--- src/rtl/alu_rs_pkg.sv ---
// ============================================================================
// Module : alu_rs_pkg
// Brief  : Shared widths, defaults and ALU opcode encodings for the ALU RS.
// Rev    : 1.0  initial release
// ============================================================================
`default_nettype none

package alu_rs_pkg;

    localparam int unsigned c_TAG_W   = 5;
    localparam int unsigned c_OP_W    = 5;
    localparam int unsigned c_RS_SIZE = 8;

    typedef enum logic [4:0] {
        OP_ADD   = 5'd0,
        OP_SUB   = 5'd1,
        OP_AND   = 5'd2,
        OP_OR    = 5'd3,
        OP_XOR   = 5'd4,
        OP_SLL   = 5'd5,
        OP_SRL   = 5'd6,
        OP_SRA   = 5'd7,
        OP_SLT   = 5'd8,
        OP_SLTU  = 5'd9,
        OP_BEQ   = 5'd10,
        OP_BNE   = 5'd11,
        OP_BLT   = 5'd12,
        OP_BGE   = 5'd13,
        OP_BLTU  = 5'd14,
        OP_BGEU  = 5'd15,
        OP_LUI   = 5'd16,
        OP_AUIPC = 5'd17,
        OP_JAL   = 5'd18,
        OP_JALR  = 5'd19
    } alu_op_e;

endpackage

`default_nettype wire

--- src/rtl/alu_rs_select.sv ---
// ============================================================================
// Module : rs_select
// Brief  : Lowest-index priority encoder returning a hit flag and its index.
// Rev    : 1.0  initial release
// ============================================================================
`default_nettype none

module rs_select #(
    parameter int N     = 8,
    parameter int IDX_W = (N > 1) ? $clog2(N) : 1
) (
    input  logic [N-1:0]     req_i,
    output logic             valid_o,
    output logic [IDX_W-1:0] idx_o
);

    // Scan from the top so the lowest set bit is the last (winning) write.
    always_comb begin
        valid_o = 1'b0;
        idx_o   = '0;
        for (int i = N - 1; i >= 0; i--) begin
            if (req_i[i]) begin
                valid_o = 1'b1;
                idx_o   = IDX_W'(i);
            end
        end
    end

endmodule

`default_nettype wire

--- src/rtl/alu_rs.sv ---
// ============================================================================
// Module : alu_rs
// Brief  : ALU reservation station: buffers issued ops, snoops both CDBs and
//          dispatches the lowest-index ready entry into the ALU each cycle.
// Rev    : 1.0  initial release
// ============================================================================
`default_nettype none

module alu_rs
    import alu_rs_pkg::*;
#(
    parameter int RS_SIZE = c_RS_SIZE,
    parameter int TAG_W   = c_TAG_W,
    parameter int OP_W    = c_OP_W
) (
    input  logic             clk_in,
    input  logic             rst_in,
    input  logic             rdy_in,
    input  logic             flush_in,
    input  logic             issue_valid_in,
    input  logic [OP_W-1:0]  issue_op_in,
    input  logic [31:0]      issue_vj_in,
    input  logic             issue_qj_valid_in,
    input  logic [TAG_W-1:0] issue_qj_in,
    input  logic [31:0]      issue_vk_in,
    input  logic             issue_qk_valid_in,
    input  logic [TAG_W-1:0] issue_qk_in,
    input  logic [31:0]      issue_pc_in,
    input  logic [TAG_W-1:0] issue_dest_in,
    output logic             full_out,
    input  logic             cdb_alu_valid_in,
    input  logic [TAG_W-1:0] cdb_alu_tag_in,
    input  logic [31:0]      cdb_alu_val_in,
    input  logic             cdb_lsb_valid_in,
    input  logic [TAG_W-1:0] cdb_lsb_tag_in,
    input  logic [31:0]      cdb_lsb_val_in,
    output logic             alu_valid_out,
    output logic [OP_W-1:0]  alu_op_out,
    output logic [31:0]      alu_a_out,
    output logic [31:0]      alu_b_out,
    output logic [31:0]      alu_pc_out,
    output logic [TAG_W-1:0] alu_dest_out
);

    localparam int c_IDX_W = (RS_SIZE > 1) ? $clog2(RS_SIZE) : 1;

    logic [RS_SIZE-1:0] busy_q, busy_d, qjv_q, qjv_d, qkv_q, qkv_d;
    logic [OP_W-1:0]    op_q   [RS_SIZE];
    logic [OP_W-1:0]    op_d   [RS_SIZE];
    logic [31:0]        vj_q   [RS_SIZE];
    logic [31:0]        vj_d   [RS_SIZE];
    logic [31:0]        vk_q   [RS_SIZE];
    logic [31:0]        vk_d   [RS_SIZE];
    logic [31:0]        pc_q   [RS_SIZE];
    logic [31:0]        pc_d   [RS_SIZE];
    logic [TAG_W-1:0]   qj_q   [RS_SIZE];
    logic [TAG_W-1:0]   qj_d   [RS_SIZE];
    logic [TAG_W-1:0]   qk_q   [RS_SIZE];
    logic [TAG_W-1:0]   qk_d   [RS_SIZE];
    logic [TAG_W-1:0]   dest_q [RS_SIZE];
    logic [TAG_W-1:0]   dest_d [RS_SIZE];

    logic               alu_valid_q, alu_valid_d;
    logic [OP_W-1:0]    alu_op_q, alu_op_d;
    logic [31:0]        alu_a_q, alu_a_d, alu_b_q, alu_b_d, alu_pc_q, alu_pc_d;
    logic [TAG_W-1:0]   alu_dest_q, alu_dest_d;

    logic [RS_SIZE-1:0] w_ready;
    logic               w_free_valid, w_disp_valid;
    logic [c_IDX_W-1:0] w_free_idx, w_disp_idx;

    assign w_ready  = busy_q & ~qjv_q & ~qkv_q;
    assign full_out = &busy_q;

    rs_select #(.N(RS_SIZE), .IDX_W(c_IDX_W)) u_free_sel (
        .req_i   (~busy_q),
        .valid_o (w_free_valid),
        .idx_o   (w_free_idx)
    );

    rs_select #(.N(RS_SIZE), .IDX_W(c_IDX_W)) u_disp_sel (
        .req_i   (w_ready),
        .valid_o (w_disp_valid),
        .idx_o   (w_disp_idx)
    );

    function automatic logic tag_hit(input logic v, input logic [TAG_W-1:0] a,
                                     input logic [TAG_W-1:0] b);
        return v && (a == b);
    endfunction

    always_comb begin
        busy_d = busy_q;  qjv_d = qjv_q;  qkv_d = qkv_q;
        op_d   = op_q;    vj_d  = vj_q;   vk_d  = vk_q;   pc_d = pc_q;
        qj_d   = qj_q;    qk_d  = qk_q;   dest_d = dest_q;
        alu_valid_d = w_disp_valid;
        alu_op_d    = alu_op_q;
        alu_a_d     = alu_a_q;
        alu_b_d     = alu_b_q;
        alu_pc_d    = alu_pc_q;
        alu_dest_d  = alu_dest_q;

        // ALU bus is checked first so it wins an (illegal) dual match.
        for (int i = 0; i < RS_SIZE; i++) begin
            if (busy_q[i] && qjv_q[i]) begin
                if (tag_hit(cdb_alu_valid_in, qj_q[i], cdb_alu_tag_in)) begin
                    vj_d[i] = cdb_alu_val_in;  qjv_d[i] = 1'b0;
                end else if (tag_hit(cdb_lsb_valid_in, qj_q[i], cdb_lsb_tag_in)) begin
                    vj_d[i] = cdb_lsb_val_in;  qjv_d[i] = 1'b0;
                end
            end
            if (busy_q[i] && qkv_q[i]) begin
                if (tag_hit(cdb_alu_valid_in, qk_q[i], cdb_alu_tag_in)) begin
                    vk_d[i] = cdb_alu_val_in;  qkv_d[i] = 1'b0;
                end else if (tag_hit(cdb_lsb_valid_in, qk_q[i], cdb_lsb_tag_in)) begin
                    vk_d[i] = cdb_lsb_val_in;  qkv_d[i] = 1'b0;
                end
            end
        end

        if (w_disp_valid) begin
            busy_d[w_disp_idx] = 1'b0;
            alu_op_d   = op_q[w_disp_idx];
            alu_a_d    = vj_q[w_disp_idx];
            alu_b_d    = vk_q[w_disp_idx];
            alu_pc_d   = pc_q[w_disp_idx];
            alu_dest_d = dest_q[w_disp_idx];
        end

        // The free slot is never the dispatched one, so both updates coexist.
        if (issue_valid_in && !full_out && w_free_valid) begin
            busy_d[w_free_idx] = 1'b1;
            op_d[w_free_idx]   = issue_op_in;
            pc_d[w_free_idx]   = issue_pc_in;
            dest_d[w_free_idx] = issue_dest_in;
            vj_d[w_free_idx]   = issue_vj_in;
            qjv_d[w_free_idx]  = issue_qj_valid_in;
            qj_d[w_free_idx]   = issue_qj_in;
            vk_d[w_free_idx]   = issue_vk_in;
            qkv_d[w_free_idx]  = issue_qk_valid_in;
            qk_d[w_free_idx]   = issue_qk_in;
            if (issue_qj_valid_in) begin
                if (tag_hit(cdb_alu_valid_in, issue_qj_in, cdb_alu_tag_in)) begin
                    vj_d[w_free_idx] = cdb_alu_val_in;  qjv_d[w_free_idx] = 1'b0;
                end else if (tag_hit(cdb_lsb_valid_in, issue_qj_in, cdb_lsb_tag_in)) begin
                    vj_d[w_free_idx] = cdb_lsb_val_in;  qjv_d[w_free_idx] = 1'b0;
                end
            end
            if (issue_qk_valid_in) begin
                if (tag_hit(cdb_alu_valid_in, issue_qk_in, cdb_alu_tag_in)) begin
                    vk_d[w_free_idx] = cdb_alu_val_in;  qkv_d[w_free_idx] = 1'b0;
                end else if (tag_hit(cdb_lsb_valid_in, issue_qk_in, cdb_lsb_tag_in)) begin
                    vk_d[w_free_idx] = cdb_lsb_val_in;  qkv_d[w_free_idx] = 1'b0;
                end
            end
        end
    end

    always_ff @(posedge clk_in) begin
        if (!rst_in) begin
            busy_q      <= '0;
            alu_valid_q <= 1'b0;
            alu_op_q    <= '0;
            alu_a_q     <= '0;
            alu_b_q     <= '0;
            alu_pc_q    <= '0;
            alu_dest_q  <= '0;
        end else if (rdy_in) begin
            if (flush_in) begin
                busy_q      <= '0;
                alu_valid_q <= 1'b0;
            end else begin
                busy_q      <= busy_d;
                alu_valid_q <= alu_valid_d;
                alu_op_q    <= alu_op_d;
                alu_a_q     <= alu_a_d;
                alu_b_q     <= alu_b_d;
                alu_pc_q    <= alu_pc_d;
                alu_dest_q  <= alu_dest_d;
            end
        end
    end

    // Payload is only meaningful while busy, so it carries no reset.
    always_ff @(posedge clk_in) begin
        if (rst_in && rdy_in && !flush_in) begin
            qjv_q  <= qjv_d;   qkv_q <= qkv_d;
            op_q   <= op_d;    vj_q  <= vj_d;   vk_q <= vk_d;   pc_q <= pc_d;
            qj_q   <= qj_d;    qk_q  <= qk_d;   dest_q <= dest_d;
        end
    end

    assign alu_valid_out = alu_valid_q;
    assign alu_op_out    = alu_op_q;
    assign alu_a_out     = alu_a_q;
    assign alu_b_out     = alu_b_q;
    assign alu_pc_out    = alu_pc_q;
    assign alu_dest_out  = alu_dest_q;

endmodule

`default_nettype wire
--- config.mk ---
export PLATFORM = sky130hd
export DESIGN_NAME = alu_rs
export DESIGN_NICKNAME = d
export VERILOG_FILES = /design/src/rtl/alu_rs_pkg.sv /design/src/rtl/alu_rs_select.sv /design/src/rtl/alu_rs.sv
export SDC_FILE = /design/constraint.sdc
export NUM_CORES = 2
export LEC_CHECK = 0
export CAP_MARGIN = 10
export CORE_ASPECT_RATIO = 0.9
export CORE_MARGIN = 4
export CORE_UTILIZATION = 35
export CTS_BUF_LIST = sky130_fd_sc_hd__clkbuf_8 sky130_fd_sc_hd__clkbuf_16
export DETAILED_ROUTE_END_ITERATION = 7
export GPL_ROUTABILITY_DRIVEN = 0
export PLACE_DENSITY = 0.6
export SLEW_MARGIN = 20
export SYNTH_ARGS = -nofsm -noshare
export SYNTH_HDL_FRONTEND = slang
export SYNTH_HIERARCHICAL = 1
export SYNTH_SLANG_ARGS = --single-unit
--- constraint.sdc ---
create_clock -name clk_in -period 38.2 [get_ports clk_in]
set_clock_uncertainty 0.05 [all_clocks]
set_input_delay 5.73 -clock clk_in [delete_from_list [all_inputs] [get_ports clk_in]]
set_output_delay 5.73 -clock clk_in [all_outputs]
set_load 0.05 [all_outputs]
# Word-level counts from Yosys, hierarchy flattened
# Cells that the tools add are included.
# W data, S select, Z words.
dict set report totals {
  regBits 1059
  input_bits 199
  output_inout_bits 108
  word_cells 370
}
dict set report classes {
  magnitude_cmp 7
  eq_ne 36
  muxes 184
  bitwise 14
  reduce_logical 64
}
# cell count
set op_table {}
lappend op_table {{$mux W256} 8}
lappend op_table {{$bwmux W256} 7}
lappend op_table {{$mux W32} 55}
lappend op_table {{$bmux W32 S3} 3}
lappend op_table {{$eq A5 B5 Y1} 36}
lappend op_table {{$bwmux W40} 4}
lappend op_table {{$demux W32 S3} 1}
lappend op_table {{$mux W8} 11}
lappend op_table {{$mux W1} 67}
lappend op_table {{$logic_and A1 B1 Y1} 59}
lappend op_table {{$mux W3} 16}
lappend op_table {{$and A8 B8 Y8} 5}
lappend op_table {{$not A8 Y8} 5}
lappend op_table {{$bmux W5 S3} 2}
lappend op_table {{$mux W5} 5}
lappend op_table {{$bwmux W8} 2}
lappend op_table {{$demux W5 S3} 1}
lappend op_table {{$ge A4 B4 Y1 const B} 2}
lappend op_table {{$lt A3 B4 Y1 const B} 2}
lappend op_table {{$not A3 Y4} 2}
lappend op_table {{$or A8 B8 Y8} 1}
lappend op_table {{$reduce_and A8 Y1} 1}
lappend op_table {{$demux W1 S3} 2}
lappend op_table {{$ge A3 B1 Y1 const B} 2}
lappend op_table {{5 further kinds} 6}

# Longest topological paths before layout
dict set report depth {
  depth_word 21
  ltp_mapped 14
  ltp_nobuf 10
}

# By module
# The synthesis kept the hierarchy.
# module n_inst cells_each area_per_inst_um2 seq_area_each_um2
set modules_own_cells {}
lappend modules_own_cells {alu_rs 1 4988 57757.9 30649.4}
lappend modules_own_cells {rs_select 2 13 80.1 0.0}

# Least setup slack after synthesis
# Ideal clock, no wire load.
dict set report synth_timing {
  kind {input to register}
  startpoint {in rst_in}
  endpoint {reg qjv_q[0] (enable)}
  setup_time_ns 0.871
  t_arrival_ns 16.534
  required_time_ns 37.279
  slack_ns 20.745
  stages 4
  n_path_buf 2
  cell_sequence {clkbuf_1 > nand3b_1 > clkbuf_1 > inv_1}
}
dict set report synth_via {
  elab_chain_len 2
}
# item line_no
set synth_rtl {}
lappend synth_rtl {{from (decl)} alu_rs.sv:17} ;# input logic rst_in,
lappend synth_rtl {{$logic_and A1 B1 Y1 (2 in series)} alu_rs.sv:186} ;# if (rst_in && rdy_in && !flush_in) begin
lappend synth_rtl {{to (signal assigned)} alu_rs.sv:187} ;# qjv_q <= qjv_d; qkv_q <= qkv_d;
lappend synth_rtl {{to (decl)} alu_rs.sv:47} ;# logic [RS_SIZE-1:0] busy_q, busy_d, qjv_q, qjv_d, qkv_q, qkv_d;
# Every way passes these cells.
# A chain may end at the register's enable or synchronous reset.

# Final worst setup path
dict set report layout_timing {
  startpoint {in rdy_in}
  endpoint {reg vk_q[185] (netlist bit) (enable)}
}
dict set report layout_via {
  elab_chain_len 2
}
# item line_no
set layout_rtl {}
lappend layout_rtl {{from (decl)} alu_rs.sv:18} ;# input logic rdy_in,
lappend layout_rtl {{$logic_and A1 B1 Y1 (2 in series)} alu_rs.sv:186}
lappend layout_rtl {{to (signal assigned)} alu_rs.sv:188} ;# op_q <= op_d; vj_q <= vj_d; vk_q <= vk_d; pc_q <= pc_d;
lappend layout_rtl {{to (decl)} alu_rs.sv:52} ;# logic [31:0] vk_q [RS_SIZE];
# Every way passes these cells.

==> summary.txt <==
CTS tree: done
vias in the first global route: 44,571
post-synthesis compound-gate area fraction: 19.59%
Worst EP arrival: 9370 ps
Reg clk slew, reported paths: 60 ps
top-count cell post-synth: edfxtp_1
Synth async-reset ratio: 0%
area of the core: 0.1642 mm^2
Port Buf Inserts: 306
Layout area overhead: 15.50%
Seq/Total Area, Yosys: 52.92%
LEAKAGE: 22.54 nW
DR vias: 47,713
CP required: 38,510 ps
status: complete, no violations
Syn Std Cell Area: 0.05792 mm^2
Synth Instances: 5,014
Final Hold Fails: 0
HPWL after DPL: 135,500 um
top cell type by total area after synthesis: edfxtp_1
Hold-fix buffers, CTS: 0
Root Buffer: clkbuf_16
VDD IR-drop max: 0.00003623 V
syn avg cell area: 11.55 um^2
final setup fails: 0
total negative setup slack: 0 ps
Die X: 436.8 um
mux contribution to synthesized area: 10.31%
wire per inst: 31.48 um
relative slew slack: 16.69%
Simple-Gate Fraction of Synth Area: 9.922%
largest family of logic cells by synthesized area: compound AO/OA/AOI/OAI gates
FMAX: 110.4 MHz
Post-Synth XOR/XNOR Area: 2.722%
total CTS buffers: 112
Top Family by Delay on Critical Path: buffers and inverters
Worst Tran Pin Value: 1250 ps
Post-synth EDFFs: 944
Synth Register Bits: 1,059
post-route ant nets: 0
Total Routed Length: 231,000 um
Ports: 307
share of cells above drive strength 1: 14.10%
post_cts resized: 0
initial antenna violation count: 25
largest net degree at the start of global routing: 184
unrepaired setup endpoints after global routing: false
first-pass GRT wire length: 325,600 um
Final period util: 23.70%
Critical Path Fanout Max: 183
CP Capture Type: flop
Clock Sinks: 1,059
number of max-cap violations: 0
Max clock buf depth: 3
starting density of the core: 35.26%
most frequent cells after synthesis: 944 x edfxtp_1, 468 x nand2_1, 405 x clkbuf_1
Synth top area share: 48.94%
gr usage total: 25.50%
drt first pass iters: 8
DIE AREA: 0.1721 mm^2
DRC errors left: 0
Setup crit start kind: input pin
adder-cell area share of the yosys netlist: 0%
Cell Chain, Critical Path: clkdlybuf4s50_1 -> nand3b_1 -> buf_4 -> inv_8 -> buf_6 -> buf_12
Netlist cell types: 81
worst hold margin: 444.7 ps
clock network latency to the later pin of the worst-skew pair: 780 ps
Chip Height: 393.9 um
Yosys warnings: 6
CP Buf/Inv Count: 5
HP Class: reg2reg
GRT overflow: 0
syn_nets: 5,213
post-route minimum period: 9055 ps
routed vias/inst: 6.502
Max Slew Vio Count: 0
Pwr per Cell Area: 39.88 mW/mm^2
DR iter-0 viols: 8,024
most common flop cell mapped by yosys: edfxtp_1
Final nets: 5,212
slowest CP cell: inv_8
critical path class: in2reg
htree depth: 3
Post-CTS Setup Repair Bufs: 0
CP max stage delay: 710 ps
Area contributors post-synth: edfxtp_1 49%, mux4_2 8.2%, dfxtp_1 4.0%
# rows: 141
-- final timing paths --
path,startpoint,cells past startpoint,slack [ps],endpoint
min,alu_op_out[4],1,440,alu_op_out[4]
max,rdy_in,6,29150,vk_q[185]
max reg2reg,busy_q[2],10,32970,alu_b_out[27]
min reg2reg,alu_op_out[4],1,440,alu_op_out[4]
-- through the flow --
step	power (mW)	cell area, um^2	setup slack, ps	cells	utilization (%)
floorplan	1.415	57920	20750	5014	-
global placement	1.493	62830	28050	7113	38.25
detailed placement	1.496	62830	28130	7113	38.25
CTS	2.677	66800	28900	7326	40.67
global route	2.738	66880	28980	7331	40.72
finish	2.668	66890	29150	7338	40.73
-- power by group --
part           internal, mW  switching (mW)
Sequential             1.28         0.00914
Combinational        0.0600           0.131
Clock                 0.686           0.504
-- layout by cell type (no fill, tap or decap), types with 139 or more instances in the layout --
cell type	n
nand2_1	462
and3_1	243
mux4_2	212
buf_4	139
o221ai_1	208
o22ai_1	275
clkdlybuf4s50_1	305
edfxtp_1	944
a21oi_1	288
o21ai_0	314
nor2_1	219
-- sequential cells by signal (all words and copies together), names as in the netlist --
name,cells
qkv_q,8
qj_q,40
alu_a_out,32
busy_q,8
vk_q,256
pc_q,256
vj_q,256
op_q,40
dest_q,40
alu_valid_out,1
alu_pc_out,32
alu_dest_out,5
alu_b_out,32
qk_q,40
alu_op_out,5
qjv_q,8
-- layer usage --
layer	wire length (um)	GRT usage (%)	share of wire [%]	vias up
met5	140	0	0.061	-
met4	11780	11.33	5.1	20
met3	31510	7.358	14	620
met2	101300	38.12	44	3933
met1	86260	34.38	37	23361
li1	-	-	-	19779
-- kinds of logic after synthesis --
group                  count (synthesis)
AND/OR/NAND/NOR                     1200
XOR/XNOR                             180
AO/OA/AOI/OAI                       1628
buffers and inverters                616
flip-flops                          1059
multiplexers                         331
-- layout make-up --
class | instances | area [um^2]
Fill cell | 15539 | 97350
Sequential cell | 1059 | 30650
Multi-Input combinational cell | 3339 | 25030
Timing Repair Buffer | 451 | 4243
Clock buffer | 129 | 3037
Tap cell | 2216 | 2773
Clock inverter | 84 | 938.4
Inverter | 50 | 195.2
Antenna cell | 10 | 25.02
Power figures use the tool's default switching activity.
